[config.mk]
export PLATFORM = sky130hd
export DESIGN_NAME = slot_io_ctrl
export DESIGN_NICKNAME = d
export VERILOG_FILES = /design/src/rtl/slot_io_ctrl.sv
export SDC_FILE = /design/constraint.sdc
export NUM_CORES = 1
export LEC_CHECK = 0
export CORE_MARGIN = 3
export CORE_UTILIZATION = 55
export DETAILED_ROUTE_END_ITERATION = 8
export PLACE_DENSITY = 0.75
export SYNTH_ARGS = -nofsm -noshare
export SYNTH_HDL_FRONTEND = slang
export SYNTH_SLANG_ARGS = --single-unit
[constraint.sdc]
create_clock -name clk -period 38.9 [get_ports clk]
set_clock_uncertainty 0.2 [all_clocks]
set_input_delay 11.67 -clock clk [delete_from_list [all_inputs] [get_ports clk]]
set_output_delay 11.67 -clock clk [all_outputs]
set_load 0.005 [all_outputs]
[src/rtl/slot_io_ctrl.sv]
// slot_io_ctrl: per-slot pad I/O controller with input synchroniser, glitch
// filter, sticky edge capture/interrupt and a small register interface.
// Optional output watchdog enabled by defining SLOT_IO_WDT_EN.
module slot_io_ctrl #(
    parameter int unsigned NUM_PINS    = 22,
    parameter int unsigned SYNC_STAGES = 2,
    parameter int unsigned FILTER_W    = 8
) (
    input  logic                clk,
    input  logic                rst,
    input  logic                reg_wr_en,
    input  logic                reg_rd_en,
    input  logic [3:0]          reg_addr,
    input  logic [31:0]         reg_wr_data,
    output logic [31:0]         reg_rd_data,
    output logic                reg_rd_valid,
    input  logic [NUM_PINS-1:0] slot_in,
    output logic [NUM_PINS-1:0] slot_out,
    output logic [NUM_PINS-1:0] slot_outen,
    output logic                irq
);

    localparam int unsigned DATA_W     = 32;
    localparam int unsigned ARM_CYCLES = SYNC_STAGES + 1;
    localparam int unsigned ARM_W      = $clog2(ARM_CYCLES + 1);

    localparam logic [3:0] A_OUT       = 4'h0;
    localparam logic [3:0] A_OUTEN     = 4'h1;
    localparam logic [3:0] A_IN        = 4'h2;
    localparam logic [3:0] A_RISE      = 4'h3;
    localparam logic [3:0] A_FALL      = 4'h4;
    localparam logic [3:0] A_MASK      = 4'h5;
    localparam logic [3:0] A_FILTER    = 4'h6;
    localparam logic [3:0] A_WDT_LIMIT = 4'h7;
    localparam logic [3:0] A_WDT_STAT  = 4'h8;

    logic [NUM_PINS-1:0] sync_q [SYNC_STAGES];
    logic [FILTER_W-1:0] cnt_q  [NUM_PINS];
    logic [FILTER_W-1:0] cnt_d  [NUM_PINS];
    logic [NUM_PINS-1:0] out_q, out_d, outen_q, outen_d;
    logic [NUM_PINS-1:0] rise_q, rise_d, fall_q, fall_d, mask_q, mask_d;
    logic [NUM_PINS-1:0] filt_q, filt_d, prev_q, prev_d;
    logic [FILTER_W-1:0] filter_q, filter_d;
    logic [ARM_W-1:0]    arm_q, arm_d;
    logic                irq_q, irq_d, rd_valid_q, rd_valid_d;
    logic [DATA_W-1:0]   rd_data_q, rd_data_d, rd_mux;
    logic [NUM_PINS-1:0] sync_w, wr_pins;
    logic                arming, wdt_trip, wdt_fire;
    logic                unused_wr_hi;

    assign sync_w       = sync_q[SYNC_STAGES-1];
    assign arming       = (arm_q < ARM_W'(ARM_CYCLES));
    assign wr_pins      = reg_wr_data[NUM_PINS-1:0];
    assign unused_wr_hi = ^reg_wr_data[DATA_W-1:NUM_PINS];

`ifdef SLOT_IO_WDT_EN
    logic [DATA_W-1:0] wdt_limit_q, wdt_limit_d, wdt_cnt_q, wdt_cnt_d;
    logic              trip_q, trip_d;

    // Watchdog: counts idle cycles since the last OUT write and drops OUTEN on expiry
    always_comb begin
        wdt_limit_d = wdt_limit_q;
        wdt_cnt_d   = wdt_cnt_q;
        trip_d      = trip_q;
        wdt_fire    = 1'b0;
        if (reg_wr_en && reg_addr == A_WDT_LIMIT) wdt_limit_d = reg_wr_data;
        if ((reg_wr_en && (reg_addr == A_OUT || reg_addr == A_WDT_LIMIT)) || wdt_limit_q == '0) begin
            wdt_cnt_d = '0;
        end else if (wdt_cnt_q != wdt_limit_q) begin
            wdt_cnt_d = wdt_cnt_q + DATA_W'(1);
            wdt_fire  = (wdt_cnt_q + DATA_W'(1) == wdt_limit_q);
        end
        if (reg_wr_en && reg_addr == A_WDT_STAT && reg_wr_data[0]) trip_d = 1'b0;
        if (wdt_fire) trip_d = 1'b1;
    end

    // Watchdog state registers
    always_ff @(posedge clk or posedge rst) begin
        if (rst) begin
            wdt_limit_q <= '0;
            wdt_cnt_q   <= '0;
            trip_q      <= 1'b0;
        end else begin
            wdt_limit_q <= wdt_limit_d;
            wdt_cnt_q   <= wdt_cnt_d;
            trip_q      <= trip_d;
        end
    end

    assign wdt_trip = trip_q;
`else
    assign wdt_trip = 1'b0;
    assign wdt_fire = 1'b0;
`endif

    // Input synchroniser chain
    always_ff @(posedge clk or posedge rst) begin
        if (rst) begin
            for (int s = 0; s < SYNC_STAGES; s++) sync_q[s] <= '0;
        end else begin
            sync_q[0] <= slot_in;
            for (int s = 1; s < SYNC_STAGES; s++) sync_q[s] <= sync_q[s-1];
        end
    end

    // Glitch filter and arming; during arming filtered loads sync directly
    always_comb begin
        filt_d = filt_q;
        arm_d  = arming ? arm_q + ARM_W'(1) : arm_q;
        for (int i = 0; i < NUM_PINS; i++) begin
            cnt_d[i] = '0;
            if (arming) begin
                filt_d[i] = sync_w[i];
            end else if (sync_w[i] != filt_q[i]) begin
                if (cnt_q[i] >= filter_q)   filt_d[i] = sync_w[i];
                else if (cnt_q[i] != '1)    cnt_d[i]  = cnt_q[i] + FILTER_W'(1);
                else                        cnt_d[i]  = cnt_q[i];
            end
        end
        // keep prev aligned with filtered while arming so no edge is seen on release
        prev_d = arming ? filt_d : filt_q;
    end

    // Register writes, sticky edge capture, interrupt and read data
    always_comb begin
        out_d      = out_q;
        outen_d    = outen_q;
        mask_d     = mask_q;
        filter_d   = filter_q;
        rise_d     = rise_q;
        fall_d     = fall_q;
        rd_data_d  = rd_data_q;
        rd_valid_d = reg_rd_en;
        rd_mux     = '0;
        if (reg_wr_en) begin
            case (reg_addr)
                A_OUT:    out_d    = wr_pins;
                A_OUTEN:  if (!wdt_trip) outen_d = wr_pins;
                A_RISE:   rise_d   = rise_q & ~wr_pins;
                A_FALL:   fall_d   = fall_q & ~wr_pins;
                A_MASK:   mask_d   = wr_pins;
                A_FILTER: filter_d = reg_wr_data[FILTER_W-1:0];
                default:  ;
            endcase
        end
        if (wdt_fire) outen_d = '0;
        // a new edge wins over a simultaneous w1c
        if (!arming) begin
            rise_d = rise_d | (filt_q & ~prev_q);
            fall_d = fall_d | (~filt_q & prev_q);
        end
        irq_d = (|((rise_q | fall_q) & mask_q)) | wdt_trip;
        case (reg_addr)
            A_OUT:       rd_mux = DATA_W'(out_q);
            A_OUTEN:     rd_mux = DATA_W'(outen_q);
            A_IN:        rd_mux = DATA_W'(filt_q);
            A_RISE:      rd_mux = DATA_W'(rise_q);
            A_FALL:      rd_mux = DATA_W'(fall_q);
            A_MASK:      rd_mux = DATA_W'(mask_q);
            A_FILTER:    rd_mux = DATA_W'(filter_q);
`ifdef SLOT_IO_WDT_EN
            A_WDT_LIMIT: rd_mux = wdt_limit_q;
            A_WDT_STAT:  rd_mux = DATA_W'(trip_q);
`endif
            default:     rd_mux = '0;
        endcase
        if (reg_rd_en) rd_data_d = rd_mux;
    end

    // Main state registers
    always_ff @(posedge clk or posedge rst) begin
        if (rst) begin
            out_q      <= '0;
            outen_q    <= '0;
            mask_q     <= '0;
            filter_q   <= '0;
            rise_q     <= '0;
            fall_q     <= '0;
            filt_q     <= '0;
            prev_q     <= '0;
            arm_q      <= '0;
            irq_q      <= 1'b0;
            rd_valid_q <= 1'b0;
            rd_data_q  <= '0;
            for (int i = 0; i < NUM_PINS; i++) cnt_q[i] <= '0;
        end else begin
            out_q      <= out_d;
            outen_q    <= outen_d;
            mask_q     <= mask_d;
            filter_q   <= filter_d;
            rise_q     <= rise_d;
            fall_q     <= fall_d;
            filt_q     <= filt_d;
            prev_q     <= prev_d;
            arm_q      <= arm_d;
            irq_q      <= irq_d;
            rd_valid_q <= rd_valid_d;
            rd_data_q  <= rd_data_d;
            for (int i = 0; i < NUM_PINS; i++) cnt_q[i] <= cnt_d[i];
        end
    end

    assign slot_out     = out_q;
    assign slot_outen   = outen_q;
    assign irq          = irq_q;
    assign reg_rd_data  = rd_data_q;
    assign reg_rd_valid = rd_valid_q;

endmodule

Word-level counts from Yosys, hierarchy flattened:

Index checks and enable logic that the tools add are counted.
Widths: inputs -> output; s select.

* mux-type cells: 162
* bitwise gates (word level): 11
* $lt $le $gt $ge: 23
* $add $sub $neg: 23
* reductions and logical operators: 6
* eq/ne operators: 72

Operators with widths (number)
* $mux 8: 88
* $add 8x1->8 const B: 22
* $ge 8x8->1: 22
* $ne 8x8->1 const B: 22
* $mux 22: 7
* $pmux 22 s7: 1
* $and 22x22->22: 5
* $ne 4x2->1 const B: 22
* $mux 1: 66
* $not 22->22: 3
* $or 22x22->22: 3
* $ne 1x1->1: 22
* $reduce_or 22->1: 1
* $eq 4x3->1 const B: 3
* $eq 4x2->1 const B: 2
* $reduce_and 2->1: 4
* $eq 4x1->1 const B: 1
* $logic_not 4->1: 1
* $add 2x1->2 const B: 1
* $lt 2x2->1 const B: 1

* input port bits: 62
* word-level logic and storage cells: 333
* output and inout bits: 78
* flip-flop bits (word level): 418

Logic depth before layout (Yosys ltp):

* word-level depth: 6
* depth in mapped cells: 7
* depth with buffers taken out: 6

Worst setup path after synthesis:

No wires, ideal clock.

* path kind: input to register
* start: in reg_addr[0]
* end: reg filter_q[0]
* buffers on the path: 2
* slack: 25.643 ns
* data arrival time: 12.932 ns
* data required time: 38.575 ns
* stages: 5
* setup time: 0.125 ns
* cell sequence: buf_2 buf_2 and2b_1 nand4b_1 mux2_2

* longest elaborated chain between the ends: 2

RTL lines
* from (decl): line 13 `input logic [3:0] reg_addr,`
* $eq 4x3->1: line 136 `case (reg_addr)`
* $reduce_and 2->1 (no source line)
* to (signal assigned): line 190 `filter_q <= filter_d;`
* to (decl): line 43 `logic [FILTER_W-1:0] filter_q, filter_d;`

No other way between the ends.
A chain may end at the register's enable or synchronous reset.

Worst setup path after layout:

* start: in reg_addr[0]
* end: reg rise_q[4]

* longest elaborated chain between the ends: 5

RTL lines
* $eq 4x2->1 *: line 136
* $mux 22 *: line 136
* $mux 22 *: line 135 `if (reg_wr_en) begin`
* $or 22x22->22: line 149 `rise_d = rise_d | (filt_q & ~prev_q);`
* $mux 22 *: line 148 `if (!arming) begin`
* via rise_d[4]: line 41 `logic [NUM_PINS-1:0] rise_q, rise_d, fall_q, fall_d, mask_q, mask_d;`
* to (signal assigned): line 191 `rise_q <= rise_d;`
* to (decl): line 41

The timed path passes the listed nets; every way through them passes the cells marked *.

==> key figures <==
CTS
  – Skew-Pair Late Insertion Delay: 0.58 ns
  – Buffer count from post-CTS setup fixing: 0
  – Deepest clock path buffer count: 3
  – Number of cells upsized or downsized after cts: 0
  – Cts hold-fix bufs: 0
  – Number of buffers created by CTS: 45
  – Clock tree from TritonCTS: done
  – Post-CTS clock slew at the launch and capture registers of the worst setup and hold paths: around 0.06 ns
  – Number of sinks handled by clock tree synthesis: ~410
  – Root Buffer: sky130_fd_sc_hd__clkbuf_16
  – Count of H-tree levels built during CTS: 2

Global route
  – Number of global-route vias before repair: around 18000
  – Antenna violations before repair: 3
  – Overflow left after global routing: 0
  – Maximum number of pins on one net before global-route repair: about 170
  – Global-route wire length before repair: about 94000 um
  – GRT Resource Usage Total: a little over a quarter

Die
  – Std-Cell Rows: between 70 and 80
  – Overall die height: between 200 and 250 um
  – Total core area: roughly 40000 sq um
  – Die area: approximately 43000 sq um
  – Starting Density: between 50% and 60%
  – IO Count: between 100 and 150
  – Die W: between 200 and 250 um

Routing
  – Number of design-rule violations left by the first detailed-router iteration: about 1400
  – Highest Signal Layer: met5
  – Remaining antenna violation count after routing: 0
  – Total Routed Length: ~58000 um
  – Via count: 17700
  – Detail Route met2 WL: between 20000 and 30000 um
  – Routed wire per std cell: approximately 21 um
  – Wire length on met3: 3590 um
  – Post-route DRC violation count: 0
  – First drt pass iteration count: 6
  – Met1 WL: between 20000 and 25000 um
  – Via density per instance: approximately 6.4

Logic synthesis
  – Area contributors post-synth: sky130_fd_sc_hd__dfrtp_1 46%, sky130_fd_sc_hd__ha_1 11%, sky130_fd_sc_hd__mux2_2 3.8%
  – Synth async-reset ratio: 100%
  – Mapped Cells: between 2000 and 2500
  – Total number of yosys warnings: 0
  – Synthesized area: around 22000 sq um
  – Register bit total from synthesis: 408
  – Synthesized area per cell: 10.8 sq um
  – Count of different cell masters after synthesis: between 70 and 80
  – Post-synth top area cell: sky130_fd_sc_hd__dfrtp_1
  – Predominant post-synthesis flop cell: sky130_fd_sc_hd__dfrtp_1
  – Share of Yosys cell area claimed by the top area cell type: 45.5%
  – Post-synth EDFFs: 0
  – Part of the Yosys area used for sequential elements: between 40% and 50%

STA
  – Highest achievable clock rate: about 70 MHz
  – Headroom to the max-slew limit: between 20% and 30%
  – Final setup violation count: 0
  – Hold WS: between 0.1 and 0.15 ns
  – Final critical-path setup slack: ~24 ns
  – Setup tns final: 0 ns
  – Hold Fails Final Rpt: 0
  – Final critical path time including I/O delays and setup: between 10 and 15 ns
  – Setup repair after global routing missed its margin: no
  – Transition at the pin with the smallest max-transition slack: approximately 1.1 ns
  – Final Max Slew Viols: 0
  – Final period util: a little under two fifths

Finish
  – Most common cell after layout, fill and taps aside: sky130_fd_sc_hd__dfrtp_1
  – Util after Layout: between 60 and 70%
  – Final #Nets: ~2500
  – Share of final-layout standard cells stronger than drive strength 1: 10.0%
  – Count of fill cells added during filler insertion: between 3000 and 4000
  – Layout Cell Area excl Fill: between 20000 and 30000 sq um
  – Commonest cells after routing, fill and taps aside: 407 x sky130_fd_sc_hd__dfrtp_1, 198 x sky130_fd_sc_hd__ha_1, 170 x sky130_fd_sc_hd__nor2_1
  – Diodes inserted: 0
  – Area growth from synthesis to final layout: 15.1%
  – Final cell count without fillers: 2772

Critical path
  – Largest incremental delay on the critical path: ~0.97 ns
  – Series of cell instances along the critical path: clkdlybuf4s50_1 -> buf_4 -> and4bb_2 -> and2_0 -> buf_4 -> nand2_1 -> o2bb2ai_1
  – Required time of the critical path: 39.15 ns
  – Critical path's most frequent cell: sky130_fd_sc_hd__buf_4
  – Worst setup path category: input pin to register
  – Worst-path maximum fanout: 36
  – Worst path arrival time: 14.91 ns
  – Slowest-stage cell, CP: sky130_fd_sc_hd__and2_0
  – Register-to-Register Path Depth: 7
  – Critical path launch point type: input pin
  – Critical Path End Type: register
  – Beginning of the worst register-to-register path: filter_q[7]
  – Capture instance of the worst register-to-register path: cnt_q[171]
  – R2r setup slk: 35.50 ns

Place
  – Setup Slack @ Placement: about 24 ns
  – Number of I/O port buffers: roughly 120
  – Post-DP HPWL: 38500 um
  – Post-DP Area: around 24000 sq um
  – Cell Count Post-Placement: between 2000 and 3000
  – RD Place Congestion: 0.847

Min path
  – Worst hold path type: register to register
  – Depth of the worst hold-timing path: 0
  – Hold Startpoint: sync_q[36]
  – Endpoint of the worst hold-timing path: sync_w[14]

Run status
  – Result of the run: completed

Power
  – Leak pwr: approximately 12 nW
  – Highest ir drop seen on vdd: between 0.03 and 0.04 mV
  – Cell Pwr Density: around 54 nW/um^2
  – Post-layout total power: around 1.4 mW

Flow run
  – Number of maximum-capacitance violations: 0
==> critical path, delay by kind of cell <==
kind | cells | cell delay, ns
simple gates | 3 | 1.82
compound gates | 1 | 0.16
buf+inv | 3 | 1.23
==> report_power, final <==
group          total [mW]  leakage (nW)  switching (mW)  internal (mW)
combinational       0.359          5.82           0.199          0.161
sequential          0.581          5.08          0.0819          0.499
clock               0.464         0.776           0.181          0.283
==> final cells by class <==
class / count / area [sq um] / share of cell area [%]
clock inverters: 23 / 314 / 1.22
multi-input cells: 1542 / 11700 / 45.2
flip-flops and latches: 408 / 10200 / 39.6
inverters: 69 / 267 / 1.03
repair buffers: 144 / 1390 / 5.39
clock buffers: 61 / 1310 / 5.07
well taps: 525 / 657 / 2.55
==> cell usage after synthesis (all sizes together), types with 14 or more instances <==
cell type	number
dfrtp	408
nand2	145
mux2	95
o31ai	16
and4	52
xnor2	35
inv	69
nand3	77
o21ai	68
a211oi	23
nor4b	16
o311ai	14
a22o	18
o2bb2ai	41
xor2	35
nand2b	24
a22oi	44
nor2	170
a21o	24
nor3	69
mux2i	46
nand4	34
a21oi	41
a31oi	39
and3	33
o21a	22
clkbuf	27
buf	41
a2111oi	45
ha	199
==> worst max path at each step <==
stage                 from    endpoint  slack (ns)
6_report       reg_addr[0]   rise_q[4]       24.24
5_1_grt        reg_addr[0]   rise_q[7]       24.30
4_1_cts        reg_addr[0]   rise_q[4]       24.36
3_5_place_dp   reg_addr[0]   rise_q[4]       23.73
3_3_place_gp   reg_addr[0]  rise_q[18]       23.80
2_1_floorplan          rst    arm_q[0]       15.68
==> flip-flops by register name, indices dropped and copies added (netlist names), 2 cells and up <==
signal and flops:
filt_q 22, reg_rd_data 22, mask_q 22, filter_q 8, sync_w 22, rise_q 22, prev_q 22, slot_out 22
cnt_q 176, fall_q 22, arm_q 2, slot_outen 22, sync_q 22
==> kinds of logic after synthesis <==
family | after synthesis | synth area share, %
muxes | 141 | 7.16
xor gates and xnor gates | 70 | 2.73
DFF | 408 | 45.5
adders and majority gates | 199 | 11.1
AOI/OAI and AO/OA | 452 | 15.0
other | 1 | 0.0167
and+or+nand+nor | 670 | 15.7
buffers and inverters | 137 | 2.72
==> per-layer routing <==
| metal | GRT usage [%] | vias up |
|---|---|---|
| li1 | - | 8095 |
| met1 | 34.7 | 8812 |
| met2 | 43.5 | 585 |
| met3 | 4.89 | 194 |
| met4 | 11.5 | 6 |
| met5 | 0 | - |
No activity file was read; power rests on OpenSTA's default activity.
